==> src/rtl/micro_pkg.sv <==
// rtl/micro_pkg.sv - shared state encodings, digit limit and BCD countdown helper
package micro_pkg;

   typedef enum logic [2:0] {
      ST_IDLE  = 3'd0,
      ST_ENTRY = 3'd1,
      ST_COOK  = 3'd2,
      ST_PAUSE = 3'd3,
      ST_DONE  = 3'd4
   } state_t;

   localparam int         MAX_DIGITS = 4;
   localparam logic [7:0] BCD_59     = 8'h59;

   // One-second decrement of an MM:SS BCD time; 0000 stays 0000.
   function automatic logic [15:0] bcd_dec(input logic [15:0] t);
      logic [3:0] mt;
      logic [3:0] mu;
      logic [3:0] st;
      logic [3:0] su;
      {mt, mu, st, su} = t;
      if (su != 4'd0) begin
         su = su - 4'd1;
      end else if (st != 4'd0) begin
         st = st - 4'd1;
         su = 4'd9;
      end else if ({mt, mu} != 8'h00) begin
         {st, su} = BCD_59;
         if (mu != 4'd0) begin
            mu = mu - 4'd1;
         end else begin
            mt = mt - 4'd1;
            mu = 4'd9;
         end
      end
      return {mt, mu, st, su};
   endfunction

endpackage

==> src/rtl/sync_edge.sv <==
// rtl/sync_edge.sv - 2-flop synchronizer with edge pulses taken on bit 0
module sync_edge #(
   parameter int           W       = 1,
   parameter logic [W-1:0] RST_VAL = '0
) (
   input  logic         clk,
   input  logic         rst_n,
   input  logic [W-1:0] d,
   output logic [W-1:0] q,
   output logic         rise,
   output logic         fall
);

   logic [W-1:0] meta_q, meta_d;
   logic [W-1:0] sync_q, sync_d;
   logic         prev_q, prev_d;

   always_comb begin
      meta_d = d;
      sync_d = meta_q;
      prev_d = sync_q[0];
   end

   always_ff @(posedge clk or negedge rst_n) begin
      if (!rst_n) begin
         meta_q <= RST_VAL;
         sync_q <= RST_VAL;
         prev_q <= RST_VAL[0];
      end else begin
         meta_q <= meta_d;
         sync_q <= sync_d;
         prev_q <= prev_d;
      end
   end

   assign q    = sync_q;
   assign rise = sync_q[0] & ~prev_q;
   assign fall = ~sync_q[0] & prev_q;

endmodule

==> src/rtl/microwave_ctrl.sv <==
// rtl/microwave_ctrl.sv - keypad time entry, one-second BCD countdown and magnetron control
import micro_pkg::*;

module microwave_ctrl #(
   parameter int TICK_DIV = 50_000_000
) (
   input  logic       clk,
   input  logic       rst_n,
   input  logic [3:0] enc_b,
   input  logic       enc_dv,
   output logic       enc_en,
   input  logic       start,
   input  logic       stop,
   input  logic       door_open,
   output logic [3:0] min_t,
   output logic [3:0] min_u,
   output logic [3:0] sec_t,
   output logic [3:0] sec_u,
   output logic       mag_on,
   output logic       done
);

   localparam int            TW        = $clog2(TICK_DIV);
   localparam logic [TW-1:0] TICK_LAST = TW'(TICK_DIV - 1);

   logic [4:0] key_sync;
   logic       key_ev, start_ev, stop_ev, door_s;
   logic       unused_key_dv, unused_key_rise;
   logic       unused_start_lvl, unused_start_fall;
   logic       unused_stop_lvl, unused_stop_fall;
   logic       unused_door_rise, unused_door_fall;

   // enc_dv rides in bit 0 so the digit is aligned with its falling-edge event.
   sync_edge #(.W(5), .RST_VAL(5'b00001)) u_key_sync (
      .clk(clk), .rst_n(rst_n), .d({enc_b, enc_dv}),
      .q(key_sync), .rise(unused_key_rise), .fall(key_ev)
   );
   sync_edge #(.W(1)) u_start_sync (
      .clk(clk), .rst_n(rst_n), .d(start),
      .q(unused_start_lvl), .rise(start_ev), .fall(unused_start_fall)
   );
   sync_edge #(.W(1)) u_stop_sync (
      .clk(clk), .rst_n(rst_n), .d(stop),
      .q(unused_stop_lvl), .rise(stop_ev), .fall(unused_stop_fall)
   );
   sync_edge #(.W(1)) u_door_sync (
      .clk(clk), .rst_n(rst_n), .d(door_open),
      .q(door_s), .rise(unused_door_rise), .fall(unused_door_fall)
   );

   assign unused_key_dv = key_sync[0];

   state_t        state_q, state_d;
   logic [15:0]   digits_q, digits_d;
   logic [2:0]    cnt_q, cnt_d;
   logic [TW-1:0] tick_q, tick_d;
   logic          mag_on_q, mag_on_d;
   logic          tick_last;
   logic [15:0]   dec_val;

   always_comb begin
      state_d   = state_q;
      digits_d  = digits_q;
      cnt_d     = cnt_q;
      tick_last = (tick_q == TICK_LAST);
      dec_val   = bcd_dec(digits_q);

      case (state_q)
         ST_IDLE, ST_ENTRY: begin
            if (stop_ev && state_q == ST_ENTRY) begin
               state_d  = ST_IDLE;
               digits_d = '0;
               cnt_d    = '0;
            end else if (start_ev && digits_q != 16'h0000 && !door_s) begin
               state_d = ST_COOK;
            end else if (key_ev && cnt_q < 3'(MAX_DIGITS)) begin
               digits_d = {digits_q[11:0], key_sync[4:1]};
               cnt_d    = cnt_q + 3'd1;
               state_d  = ST_ENTRY;
            end
         end
         ST_COOK: begin
            if (stop_ev || door_s) begin
               state_d = ST_PAUSE;
            end else if (tick_last) begin
               digits_d = dec_val;
               if (dec_val == 16'h0000) state_d = ST_DONE;
            end
         end
         ST_PAUSE: begin
            if (stop_ev) begin
               state_d  = ST_IDLE;
               digits_d = '0;
               cnt_d    = '0;
            end else if (start_ev && !door_s) begin
               state_d = ST_COOK;
            end
         end
         ST_DONE: begin
            // A key here only acknowledges completion; it is not loaded.
            if (stop_ev || key_ev) begin
               state_d  = ST_IDLE;
               digits_d = '0;
               cnt_d    = '0;
            end
         end
         default: begin
            state_d  = ST_IDLE;
            digits_d = '0;
            cnt_d    = '0;
         end
      endcase

      // Counter restarts on every COOK entry and is dropped when COOK is left.
      if (state_q == ST_COOK && state_d == ST_COOK && !tick_last) begin
         tick_d = tick_q + TW'(1);
      end else begin
         tick_d = '0;
      end

      // Rises one edge after COOK entry, drops on the edge that leaves COOK.
      mag_on_d = (state_q == ST_COOK) && (state_d == ST_COOK) && !door_s;
   end

   always_ff @(posedge clk or negedge rst_n) begin
      if (!rst_n) begin
         state_q  <= ST_IDLE;
         digits_q <= '0;
         cnt_q    <= '0;
         tick_q   <= '0;
         mag_on_q <= 1'b0;
      end else begin
         state_q  <= state_d;
         digits_q <= digits_d;
         cnt_q    <= cnt_d;
         tick_q   <= tick_d;
         mag_on_q <= mag_on_d;
      end
   end

   assign {min_t, min_u, sec_t, sec_u} = digits_q;
   assign enc_en = !(state_q == ST_IDLE || state_q == ST_ENTRY);
   assign done   = (state_q == ST_DONE);
   assign mag_on = mag_on_q;

endmodule

==> config.mk <==
export PLATFORM = sky130hd
export DESIGN_NAME = microwave_ctrl
export DESIGN_NICKNAME = d
export VERILOG_FILES = /design/src/rtl/micro_pkg.sv /design/src/rtl/sync_edge.sv /design/src/rtl/microwave_ctrl.sv
export SDC_FILE = /design/constraint.sdc
export NUM_CORES = 1
export LEC_CHECK = 0
export ABC_AREA = 1
export CORE_ASPECT_RATIO = 1.5
export CORE_MARGIN = 2
export CORE_UTILIZATION = 40
export CTS_CLUSTER_SIZE = 12
export DETAILED_ROUTE_END_ITERATION = 8
export PLACE_DENSITY = 0.55
export SYNTH_ARGS = -nofsm -noshare
export SYNTH_HDL_FRONTEND = slang
export SYNTH_SLANG_ARGS = --single-unit
==> constraint.sdc <==
create_clock -name clk -period 2.3 [get_ports clk]
set_input_delay 0.46 -clock clk [delete_from_list [all_inputs] [get_ports clk]]
set_output_delay 0.46 -clock clk [all_outputs]
set_load 0.05 [all_outputs]
# ---- Word level (Yosys, flattened, before mapping)
# Cells that the tools add are included.
dict set report op_classes {
  add_sub_neg 6
  shifts 0
  reduce_logical 24
  mul 0
  n_mux 39
  n_bitwise 7
  n_eq_ne 12
  magnitude_cmp 1
  div_mod_pow 0
}
# operator n
set ops {}
lappend ops {{$mux 16} 7}
lappend ops {{$pmux 16 s4} 1}
lappend ops {{$mux 4} 14}
lappend ops {{$mux 3} 14}
lappend ops {{$add 26x1->26 const B} 1}
lappend ops {{$eq 26x26->1 const B} 1}
lappend ops {{$mux 26} 1}
lappend ops {{$pmux 3 s4} 2}
lappend ops {{$logic_not 16->1} 1}
lappend ops {{$reduce_bool 16->1} 1}
lappend ops {{$sub 4x1->4 const B} 4}
lappend ops {{$reduce_bool 4->1} 3}
lappend ops {{$eq 3x2->1 const B} 3}
lappend ops {{$logic_and 1x1->1} 8}
lappend ops {{$reduce_bool 8->1} 1}
lappend ops {{$ne 2x2->1 const B} 3}
lappend ops {{$ne 3x3->1 const B} 2}
lappend ops {{$reduce_and 6->1} 1}
lappend ops {{$reduce_and 5->1} 1}
lappend ops {{$not 1->1} 4}
lappend ops {{$add 3x1->3 const B} 1}
lappend ops {{$and 1x1->1} 3}
lappend ops {{$eq 3x1->1 const B} 1}
lappend ops {{$eq 3x3->1 const B} 1}
lappend ops {{6 further kinds} 10}
dict set report totals {
  mem_count 0
  register_bits 68
  output_inout_bits 19
  latchBits 0
  romBits 0
  ram_bits 0
}

# ---- Logic depth before layout (Yosys ltp)
# Gate-level depths: netlist (run 1).
dict set report depth {
  ltp_word 14
  depth_mapped 15
  ltp_nobuf 14
}

# ---- Cells and area by module
# A second synthesis (run 1) with hierarchy kept.
dict set report unflattened {
  cells_unflattened 454
  hier_area_um2 3703.6
}
# module cells_each instances area_each_um2
set by_module_without_submodules {}
lappend by_module_without_submodules {microwave_ctrl 418 1 3139.3}
lappend by_module_without_submodules {{sync_edge (u_key_sync)} 15 1 294.0}
lappend by_module_without_submodules {{sync_edge (u_door_sync ...)} 7 3 90.1}

# ---- Worst setup path before layout (run 1)
# Ideal clock, no wire load.
dict set report synth_path {
  path_kind {register -> register}
  from {reg state_q[0]}
  to {reg tick_q[11]}
  stages_incl_launch_ff 6
  period_less_slack_ns 2.632
  arrival_time_ns 2.512
  slack_ns -0.332
  required_time_ns 2.180
  cell_sequence {dfrtp_1 nor3b_1 nand3_1 nand4_4 buf_6 nor2_1}
}
dict set report synth_via {
  elab_cells_between_ends 21
}
# item line
set synth_lines {}
lappend synth_lines {{from (decl)} microwave_ctrl.sv:53} ;# state_t state_q, state_d;
lappend synth_lines {{from (signal assigned)} microwave_ctrl.sv:133} ;# state_q <= state_d;
lappend synth_lines {{$eq 3x3->1} n/a}
lappend synth_lines {{named net done} microwave_ctrl.sv:20} ;# output logic done
lappend synth_lines {{$pmux 3 s4} microwave_ctrl.sv:68} ;# case (state_q)
lappend synth_lines {{$eq 3x2->1} microwave_ctrl.sv:115} ;# if (state_q == ST_COOK && state_d == ST_COOK && !tick_last) begin
lappend synth_lines {{$logic_and 1x1->1 (2 in series)} microwave_ctrl.sv:115}
lappend synth_lines {{$mux 26} microwave_ctrl.sv:115}
lappend synth_lines {{named net tick_d[11]} microwave_ctrl.sv:56} ;# logic [TW-1:0] tick_q, tick_d;
lappend synth_lines {{to (signal assigned)} microwave_ctrl.sv:136} ;# tick_q <= tick_d;
lappend synth_lines {{to (decl)} microwave_ctrl.sv:56}
# The timed path passes the listed nets, and every way through them passes these cells.
# A chain may end at the register's enable or synchronous reset.

# ---- Worst setup path in the final report (run 1)
dict set report layout_path {
  from {reg digits_q[4]}
  to {reg state_q[1]}
}
dict set report layout_via {
  elab_chain_cells 8
  elab_cells_between_ends 21
}
# item line
set layout_rtl {}
lappend layout_rtl {{from (decl)} microwave_ctrl.sv:54} ;# logic [15:0] digits_q, digits_d;
lappend layout_rtl {{from (signal assigned)} microwave_ctrl.sv:134} ;# digits_q <= digits_d;
lappend layout_rtl {{$sub 4x1->4 (tied with other cells)} micro_pkg.sv:25} ;# st = st - 4'd1;
lappend layout_rtl {{$mux 4} micro_pkg.sv:24} ;# end else if (st != 4'd0) begin
lappend layout_rtl {{$mux 4} micro_pkg.sv:22} ;# if (su != 4'd0) begin
lappend layout_rtl {{$logic_not 16->1} microwave_ctrl.sv:87} ;# if (dec_val == 16'h0000) state_d = ST_DONE;
lappend layout_rtl {{$mux 3} microwave_ctrl.sv:87}
lappend layout_rtl {{$mux 3} microwave_ctrl.sv:85} ;# end else if (tick_last) begin
lappend layout_rtl {{$mux 3} microwave_ctrl.sv:83} ;# if (stop_ev || door_s) begin
lappend layout_rtl {{$pmux 3 s4 (*)} microwave_ctrl.sv:68}
lappend layout_rtl {{named net state_d[1]} microwave_ctrl.sv:53}
# Mark *: on every way through the listed nets, which the timed path passes. The rest lies on a longest branch.

==> qor.yml, run 1 <==
final_layout:
  drive_gt1_share_pct: 17.10
  final_common_cell: "nand2_1"
  fin_nets: 516
  area_growth_pct: 27.90
  final_core_util_pct: 52.42
  antenna_cells: 0
  layout_common_cells: "93 x nand2_1, 74 x nor2_1, 64 x dfrtp_1, 46 x inv_1, 31 x buf_4"
clocking:
  clk_latency_ps: 330
  cts-root-buf: "clkbuf_16"
  cts_tree: "yes"
  cts_sinks: 68
  cts_max_level: 3
  clk_pin_slew_ps: 60
  clock_path_buffers: 2
  cts_buffers: 9
global_routing:
  grt_max_degree: 51
  first_global_vias: 3097
  grt_antenna_before_repair: 0
  grt_overflow_total: 0
  grt_usage_pct: 19.57
  grt_pass1_wl_microns: 14430
pwr:
  switching_power_mw: 2.615
  p_seq_share_pct: 25.4
  fin_total_pwr_mw: 6.100
  pwr-share-clk_pct: 23.9
  p_int_mw: 3.484
  p_comb_share_pct: 50.7
  powerDensity_nw_per_um2: 1326
  swShare_pct: 42.88
  vdd_drop_max_uv: 787.8
  total_leakage_power_nw: 2.022
yosys:
  ys_ff_latch: 68
  syn_area_sq_um: 3597
  ys.flop_type: "dfrtp_1"
  yosysWarnings: 0
  synthesis.nets: 452
  synth_edf_count: 0
  ys_seq_area_share_pct: 47.41
  synth-async-reset-ratio_pct: 100.0
  synth_cells: 434
  synthDistinctLibCells: 38
  avgSynthCellArea_sq_um: 8.288
worst_setup_path:
  crit_chain: "inv_2 -> ha_4 -> nand3_4 -> nor2_4 -> buf_4 -> nand3_1 -> nand3_1 -> nand2_1 -> nor2_2 -> nand3_4 -> buf_4 -> nand2_1 -> nand4_1"
  crit_type: "reg2reg"
  rrSetupSlack_ps: 130
  critical-path-max-stage-delay_ps: 380
  critPathRequiredTime_ps: 2500
  endpoint_kind: "register"
  worstPathArrival_ps: 2370
  crit_path_max_fanout: 8
  crit_start: "digits_q[4]"
  startpoint_type: "register"
  worst_path_max_delay_cell: "dfrtp_1"
  r2r_start: "digits_q[4]"
routing:
  maxUsedRoutingLayer: "met4"
  drc_errors: 0
  wl_met3_microns: 317
  ant_nets: 0
  firstDrtPassIters: 4
  vias: 3059
  wl_met1_microns: 3355
  wl_per_cell_microns: 14.04
  first_iter_violations: 170
  wirelength_microns: 8605
  routed_via_density: 4.990
  wl_met2_microns: 4681
placement:
  dpl.hpwl_microns: 6191
  place_congestion: 0.8605
  port-buffer-count: 28
sta:
  worstMarginPinSlew_ps: 522.8
  fin_crit_sh_pct: 94.43
  slew_headroom_pct: 65.02
  hold_viol_final: 0
  fmax_mhz: 460.4
  fin_skew_ps: 7.811
  finalCriticalPeriod_ps: 2172
  setup_viol: 0
  slew_violations: 0
floorplan:
  ios: 29
  start_util_pct: 40.99
  rows: 42
  die_h_microns: 120.1
  die_w_microns: 81.43
  die-area_sq_um: 9783
  core-area_sq_um: 8776
worst_hold_path:
  hold_path.class: "in2async"
status:
  status: "completed"
run:
  max-cap-violations: 0
-- routing by layer --
metal  global-route usage, %  up-vias
met4                   10.38        0
met5                       0        -
met1                   21.49     1454
met3                   4.586       16
li1                        -     1524
met2                   33.91       65
-- per-stage QoR --
stage / hold slack [ps] / setup TNS (ps) / setup WS [ps] / instance area (sq um) / std cells
finish: 69.71 / 0 / 128.1 / 4601 / 613
detailed placement: 334.7 / -131.7 / -31.36 / 4151 / 590
floorplan: 164.4 / 0 / 34.20 / 3603 / 434
global placement: 332.2 / 0 / 1.963 / 4151 / 590
CTS: 65.48 / 0 / 31.10 / 4496 / 607
global route: 89.99 / -3.328 / -3.328 / 4601 / 613
-- kinds of logic after synthesis --
group                    after synthesis  share of synthesized area (%)
AND/OR/NAND/NOR                      232                          28.63
flip-flops                            68                          47.41
buffers and inverters                 57                          7.408
AO/OA/AOI/OAI                         44                          7.653
XOR/XNOR                              24                          5.843
adder cells (fa/ha/maj)                8                          2.783
multiplexers                           1                         0.2783
-- worst max-delay path: cells and delay by family, from the launching register on --
kind | cells | cell delay [ps]
flip-flops | 1 | 380
AND/OR/NAND/NOR | 9 | 1040
adder cells (fa/ha/maj) | 1 | 150
buffers and inverters | 3 | 450
-- state kept, by name, summed over array words and instances, names as in the netlist --
| register | cells |
|---|---|
| tick_q | 26 |
| u_start_sync.prev_q | 1 |
| u_key_sync.meta_q | 5 |
| u_start_sync.meta_q | 1 |
| cnt_q | 3 |
| u_stop_sync.meta_q | 1 |
| u_door_sync.q | 1 |
| u_key_sync.q | 5 |
| u_door_sync.meta_q | 1 |
| mag_on | 1 |
| u_stop_sync.q | 1 |
| u_key_sync.prev_q | 1 |
| u_start_sync.q | 1 |
| state_q | 3 |
| digits_q | 16 |
| u_stop_sync.prev_q | 1 |
-- worst paths after layout --
| path | endpoint | depth (start not counted) |
|---|---|---|
| worst max-delay path | state_q[1] | 13 |
| worst min-delay path | digits_q[12] | 1 |
| worst max register to register | state_q[1] | 13 |
| worst min register to register | u_key_sync.q[1] | 0 |
| max in group asynchronous | tick_q[12] | 2 |
| min in group clk | u_key_sync.q[1] | 0 |
-- cell type report --
type	count	area [sq um]
clock buffers	13	280.3
well taps	110	137.6
fillers	817	4175
repair buffers	60	538.0
multi-input cells	310	1712
flip-flops and latches	68	1707
clock inverters	3	42.54
inverters	49	183.9
-- cell usage after synthesis, types with 2 or more instances --
master   number  area [sq um]
dfrtp_1      65          1627
a21oi_1       6         30.03
nor2_4        2         22.52
xor2_1       14         122.6
nand2_2       4         25.02
nand3_2       3         30.03
inv_1        48         180.2
o22ai_1       6         37.54
nand4_1       9         56.30
nor2_1       79         296.5
ha_1          8         100.1
o21ai_0      16         80.08
nand2_1      94         352.8
a21oi_2       5         43.79
a22oi_1       6         45.04
xnor2_1      10         87.58
nor2_2        3         18.77
nor3_1        6         30.03
buf_6         5         56.30
dfstp_2       3         78.83
nand3_1      25         125.1
-- what timing repair did --
| action | CTS | global route |
|---|---|---|
| buffers inserted | 0 | 6 |
| endpoints found under the hold margin | 0 | 0 |
| gates resized for setup | 1 | 16 |
| setup endpoints to repair | 25 | 45 |
| cloned | 1 | 0 |
| pin swaps | 0 | 7 |
| hold buffers | 0 | 0 |
-- power groups by stage --
stage | sequential (mW) | combinational, mW | clock, mW
3_3_place_gp | 1.56 | 2.89 | 0
3_5_place_dp | 1.57 | 2.88 | 0
4_1_cts | 1.55 | 2.91 | 1.50
2_1_floorplan | 2.01 | 1.48 | 0
6_report | 1.55 | 3.09 | 1.46
5_1_grt | 1.57 | 3.39 | 1.55
Power figures use the tool's default switching activity.
==> inputs of run 2 (changes only) <==
--- a/config.mk
+++ b/config.mk
@@ -12,6 +12,7 @@
 export CTS_CLUSTER_SIZE = 12
 export DETAILED_ROUTE_END_ITERATION = 8
 export PLACE_DENSITY = 0.55
+export SKIP_LAST_GASP = 1
 export SYNTH_ARGS = -nofsm -noshare
 export SYNTH_HDL_FRONTEND = slang
 export SYNTH_SLANG_ARGS = --single-unit
==> run 2 against run 1 <==
Cell count did not move. Register-to-register slack about the same. Cell area is 0.38% lower. Utilization fell by 0.20 points. Sequential cell count is the same. Critical path depth stayed put. Power is 0.59% lower. Wire length shrank 0.23%. Maximum frequency decreased by 0.47%. Clock skew is essentially flat.
==> qor.yml, run 2 (synthesis gave the netlist of run 1 again) <==
status:
  status: "completed"  # unchanged
pwr:
  swShare_pct: 42.84  # was 42.88%
  p_seq_share_pct: 25.5  # was 25.4%
  total_leakage_power_nw: 2.019  # was 2.022 nW
  p_comb_share_pct: 50.3  # was 50.7%
  pwr-share-clk_pct: 24.1  # was 23.9%
  vdd_drop_max_uv: 789.7  # was 787.8 uV
  switching_power_mw: 2.598  # was 2.615 mW
  powerDensity_nw_per_um2: 1323  # was 1326 nW/um^2
  p_int_mw: 3.466  # was 3.484 mW
clocking:
  cts_tree: "yes"  # unchanged
  cts_buffers: 9  # unchanged
  cts_sinks: 68  # unchanged
  cts-root-buf: "clkbuf_16"  # unchanged
  cts_hold_buf: 0  # unchanged
  clk_pin_slew_ps: 60  # about the same
  clk_latency_ps: 340  # was 330 ps
  clock_path_buffers: 2  # unchanged
  cts_max_level: 3  # unchanged
final_layout:
  largest_reg_flops: 26  # unchanged
  final_common_cell: "nand2_1"  # unchanged
  layout_common_cells: "93 x nand2_1, 74 x nor2_1, 64 x dfrtp_1, 46 x inv_1, 31 x buf_4"  # unchanged
  area_growth_pct: 27.41  # was 27.90%
  top_register: "tick_q"  # unchanged
  top_regs: "tick_q: 26 flops, digits_q: 16 flops"  # unchanged
  finalNonFillerCells: 613  # unchanged
  final_core_util_pct: 52.22  # was 52.42%
  fin_nets: 516  # unchanged
  antenna_cells: 0  # unchanged
  drive_gt1_share_pct: 17.10  # unchanged
  fin_area_sq_um: 4583  # was 4601 sq um
floorplan:
  core-area_sq_um: 8776  # unchanged
  die_w_microns: 81.43  # unchanged
  die-area_sq_um: 9783  # unchanged
  start_util_pct: 40.99  # unchanged
  die_h_microns: 120.1  # unchanged
  rows: 42  # unchanged
  ios: 29  # unchanged
sta:
  worstMarginPinSlew_ps: 521.6  # was 522.8 ps
  slew_headroom_pct: 65.10  # was 65.02%
  hold_viol_final: 0  # unchanged
  fin_skew_ps: 7.727  # was 7.811 ps
  fmax_mhz: 458.3  # was 460.4 MHz
  rsz0062_at_grt: "yes"
  slew_violations: 0  # unchanged
  fin_crit_sh_pct: 94.87  # was 94.43%
  finalCriticalPeriod_ps: 2182  # was 2172 ps
  hold-worst-slack_ps: 66.23  # was 69.71 ps
  setup_viol: 0  # unchanged
routing:
  first_iter_violations: 143  # was 170
  drc_errors: 0  # unchanged
  firstDrtPassIters: 5  # was 4
  vias: 3048  # was 3059
  wirelength_microns: 8585  # was 8605 microns
  ant_nets: 0  # unchanged
  routed_via_density: 4.972  # was 4.990
  wl_per_cell_microns: 14.00  # was 14.04 microns
global_routing:
  grtUsageMet3_pct: 4.586  # unchanged
  grt_antenna_before_repair: 0  # unchanged
  grt.met1_usage_pct: 21.49  # unchanged
  grt_pass1_wl_microns: 14430  # unchanged
  first_global_vias: 3097  # unchanged
  grt_overflow_total: 0  # unchanged
  gr-usage-met2_pct: 33.91  # unchanged
  grt_usage_pct: 19.57  # unchanged
  grt_max_degree: 51  # unchanged
  grt.busiest_layer: "met2"  # unchanged
worst_setup_path:
  path_buf_inv: 3  # unchanged
  endpoint_kind: "register"  # unchanged
  crit_chain: "inv_2 -> ha_4 -> nand3_2 -> nor2_4 -> buf_4 -> nand3_1 -> nand3_1 -> nand2_1 -> nor2_2 -> nand3_4 -> buf_4 -> nand2_1 -> nand4_1"  # was inv_2 -> ha_4 -> nand3_4 -> nor2_4 -> buf_4 -> nand3_1 -> nand3_1 -> nand2_1 -> nor2_2 -> nand3_4 -> buf_4 -> nand2_1 -> nand4_1
  worstPathArrival_ps: 2390  # was 2370 ps
  critPathRequiredTime_ps: 2500  # about the same
  worst_path_max_delay_cell: "dfrtp_1"  # unchanged
  startpoint_type: "register"  # unchanged
  crit_path_max_fanout: 8  # unchanged
  crit_type: "reg2reg"  # unchanged
  critical-path-max-stage-delay_ps: 380  # about the same
  cp_top_family: "simple AND/OR/NAND/NOR gates"  # unchanged
placement:
  port-buffer-count: 28  # unchanged
  place_area_sq_um: 4151  # unchanged
  dpl.hpwl_microns: 6191  # unchanged
  place_congestion: 0.8605  # unchanged
  dp.cells: 590  # unchanged
worst_hold_path:
  hold_path.class: "in2async"  # unchanged
run:
  max-cap-violations: 0  # unchanged
-- run 2: cell count changes in the layout (fill, tap and decap cells not counted) --
cell and delta:
ha_2 +1, ha_4 -1, nand3_2 +1, nand3_4 -1
-- run 2: per-layer routing --
metal	wire length (microns)	vias to the layer above
met5	0	-
met2	4626	64
li1	-	1524
met4	260	0
met3	297	18
met1	3400	1442
-- run 2: final timing paths --
kind / from / endpoint / slack (ps) / cells after the start
max: digits_q[4] / state_q[1] / 120 / 13
min: rst_n / digits_q[12] / 70 / 1
max reg2reg: digits_q[4] / state_q[1] / 120 / 13
min reg2reg: u_key_sync.meta_q[1] / u_key_sync.q[1] / 340 / 0
max in group asynchronous: rst_n / tick_q[12] / 1610 / 2
min in group clk: u_key_sync.meta_q[1] / u_key_sync.q[1] / 340 / 0
-- run 2: layout make-up --
type                    instances  area [sq um]
clock buffers                  13         280.3
inverters                      49         183.9
flip-flops and latches         68          1707
fillers                       823          4193
multi-input cells             310          1694
repair buffers                 60         538.0
clock inverters                 3         42.54
well taps                     110         137.6
-- run 2: what timing repair did --
| action | 4_1_cts | 5_1_grt |
|---|---|---|
| gates cloned | 1 | 0 |
| pin swaps | 0 | 7 |
| buffers inserted | 0 | 6 |
| setup endpoints to repair | 25 | 45 |
| gates resized for setup | 1 | 14 |
| endpoints found under the hold margin | 0 | 0 |
-- run 2: worst register-to-register path, delay by kind of cell, from the launching register on --
family                   cells  cell delay, ps
AND/OR/NAND/NOR              9            1090
adder cells (fa/ha/maj)      1             140
flip-flops                   1             380
buffers and inverters        3             450
-- run 2: per-stage QoR --
step                      total power, mW  worst slack, ps  TNS (ps)
after floorplan                     3.494            34.20         0
after global placement              4.450            1.963         0
after detailed placement            4.454           -31.36    -131.7
after CTS                           5.957            31.10         0
after global routing                6.470           -19.38    -19.38
final                               6.064            117.9         0
-- run 2: power groups by stage --
stage	Clock [mW]	Combinational, mW	Sequential (mW)
finish	1.46	3.05	1.55
global route	1.55	3.35	1.57
CTS	1.50	2.91	1.55
detailed placement	0	2.88	1.57
global placement	0	2.89	1.56
floorplan	0	1.48	2.01
==> inputs of run 3 (changes only) <==
--- a/config.mk
+++ b/config.mk
@@ -11,7 +11,6 @@
 export CORE_UTILIZATION = 40
 export CTS_CLUSTER_SIZE = 12
 export DETAILED_ROUTE_END_ITERATION = 8
-export PLACE_DENSITY = 0.55
 export SKIP_LAST_GASP = 1
 export SYNTH_ARGS = -nofsm -noshare
 export SYNTH_HDL_FRONTEND = slang
==> run 3 against run 2 <==
Power grew 4.3%. Clock power grew 10%. Worst hold slack gained 72 ps.
==> qor.yml, run 3 (synthesis gave the netlist of run 1 again) <==
floorplan:
  ios: 29  # unchanged
  die-area_sq_um: 9783  # unchanged
  start_util_pct: 40.99  # unchanged
  rows: 42  # unchanged
  die_h_microns: 120.1  # unchanged
  core-area_sq_um: 8776  # unchanged
  die_w_microns: 81.43  # unchanged
sta:
  fin_skew_ps: 7.650  # was 7.727 ps
  layout_setup_ws_ps: 115.5  # was 117.9 ps
  hold_viol_final: 0  # unchanged
  worstMarginPinSlew_ps: 870.5  # was 521.6 ps
  slew_headroom_pct: 41.75  # was 65.10%
  slew_violations: 0  # unchanged
  rsz0062_at_grt: "yes"  # unchanged
  fin_crit_sh_pct: 94.98  # was 94.87%
  setup_viol: 0  # unchanged
  fmax_mhz: 457.8  # was 458.3 MHz
  finalCriticalPeriod_ps: 2185  # was 2182 ps
final_layout:
  layout_common_cells: "89 x nand2_1, 64 x dfrtp_1, 63 x nor2_1, 45 x inv_1, 33 x buf_4"  # was 93 x nand2_1, 74 x nor2_1, 64 x dfrtp_1, 46 x inv_1, 31 x buf_4
  drive_gt1_share_pct: 21.41  # was 17.10%
  antenna_cells: 0  # unchanged
  fin_area_sq_um: 4802  # was 4583 sq um
  top_register: "tick_q"  # unchanged
  finalNonFillerCells: 619  # was 613
  final_common_cell: "nand2_1"  # unchanged
  largest_reg_flops: 26  # unchanged
  top_regs: "tick_q: 26 flops, digits_q: 16 flops"  # unchanged
  fillCellCount: 813  # was 823
  area_growth_pct: 33.50  # was 27.41%
  fin_nets: 522  # was 516
  final_core_util_pct: 54.72  # was 52.22%
routing:
  firstDrtPassIters: 4  # was 5
  ant_nets: 0  # unchanged
  first_iter_violations: 153  # was 143
  wl_per_cell_microns: 14.23  # was 14.00 microns
  vias: 3113  # was 3048
  wirelength_microns: 8808  # was 8585 microns
  routed_via_density: 5.029  # was 4.972
  drc_errors: 0  # unchanged
global_routing:
  grt_usage_pct: 18.98  # was 19.57%
  grt_antenna_before_repair: 0  # unchanged
  grt_pass1_wl_microns: 14080  # was 14430 microns
  grt_overflow_total: 0  # unchanged
  first_global_vias: 3083  # was 3097
  grt_max_degree: 40  # was 51
clocking:
  clk_pin_slew_ps: 60  # about the same
  cts_max_level: 3  # unchanged
  cts_tree: "yes"  # unchanged
  cts-root-buf: "clkbuf_16"  # unchanged
  clk_latency_ps: 330  # was 340 ps
  cts_buffers: 9  # unchanged
  clock_path_buffers: 2  # unchanged
  cts_sinks: 68  # unchanged
worst_setup_path:
  worstPathArrival_ps: 1720  # was 2390 ps
  crit_path_max_fanout: 4  # was 8
  startpoint_type: "register"  # unchanged
  crit_chain: "nor2_1 -> inv_1 -> clkdlybuf4s50_1"  # was inv_2 -> ha_4 -> nand3_2 -> nor2_4 -> buf_4 -> nand3_1 -> nand3_1 -> nand2_1 -> nor2_2 -> nand3_4 -> buf_4 -> nand2_1 -> nand4_1
  critPathRequiredTime_ps: 1840  # was 2500 ps
  cp_top_family: "buffers and inverters"  # was simple AND/OR/NAND/NOR gates
  endpoint_kind: "output port"  # was register
  crit_type: "reg2out"  # was reg2reg
  critical-path-max-stage-delay_ps: 800  # was 380 ps
  path_buf_inv: 2  # was 3
  worst_path_max_delay_cell: "clkdlybuf4s50_1"  # was dfrtp_1
placement:
  place_area_sq_um: 4129  # was 4151 sq um
  dpl.hpwl_microns: 6068  # was 6191 microns
  place_ws_ps: 22.65  # was -31.36 ps
  place_congestion: 0.9009  # was 0.8605
  port-buffer-count: 28  # unchanged
  dp.cells: 587  # was 590
pwr:
  vdd_drop_max_uv: 778.5  # was 789.7 uV
  powerDensity_nw_per_um2: 1317  # was 1323 nW/um^2
  fin_total_pwr_mw: 6.325  # was 6.064 mW
  total_leakage_power_nw: 2.085  # was 2.019 nW
worst_hold_path:
  hold_path.class: "in2async"  # unchanged
run:
  max-cap-violations: 0  # unchanged
status:
  status: "completed"  # unchanged
run 3: changes by cell type in the layout (fill, tap and decap cells not counted), moves of 2 or more:
cell,previous run,this run
buf_12,2,4
buf_4,31,33
bufinv_16,1,3
clkbuf_8,4,2
nand2_1,93,89
nand2_2,4,7
nand3_1,25,23
nand3_4,1,3
nand4_4,2,4
nor2_1,74,63
nor2_2,8,16
nor2_4,2,5
run 3: power breakdown:
group / internal [mW] / switching [mW] / total, mW
Combinational: 1.17 / 1.99 / 3.16
Sequential: 1.39 / 0.165 / 1.56
Clock: 1.12 / 0.492 / 1.61
Total: 3.68 / 2.64 / 6.32
run 3: final timing paths:
path	start	to	slack [ps]	cells after the start
worst max-delay path	state_q[2]	enc_en	120	3
worst max register to register	digits_q[5]	tick_q[25]	120	14
min in group clk	u_door_sync.meta_q	u_door_sync.q	350	0
worst min register to register	u_door_sync.meta_q	u_door_sync.q	350	0
max in group asynchronous	rst_n	digits_q[0]	1720	2
worst min-delay path	rst_n	digits_q[14]	140	2
run 3: layer usage:
metal	vias up	global-route usage [%]	wire length, microns
li1	1546	-	-
met1	1497	21.75	3539
met2	52	32.33	4801
met3	18	4.436	243
met4	0	9.322	224
met5	-	0	0
run 3: layout make-up:
cell class                 instances  area (sq um)  share of cell area (%)
multi-input combinational        312          1829                   38.09
sequential                        68          1707                   35.54
timing repair buffer              64         593.1                   12.35
clock buffer                      12         256.5                   5.341
inverter                          49         183.9                   3.830
tap                              110         137.6                   2.866
clock inverter                     4         95.09                   1.980
run 3: repair_timing:
action / 4_1_cts / 5_1_grt
hold buffers: 0 / 0
setup buffers: 0 / 13
gates resized for setup: 0 / 42
setup endpoints to repair: 0 / 29
run 3: per-stage QoR:
stage,setup TNS [ps],hold slack [ps]
after floorplan,0,164.4
after global placement,0,333.0
after detailed placement,0,334.7
after CTS,0,160.3
after global routing,-467.3,168.0
final,0,138.5
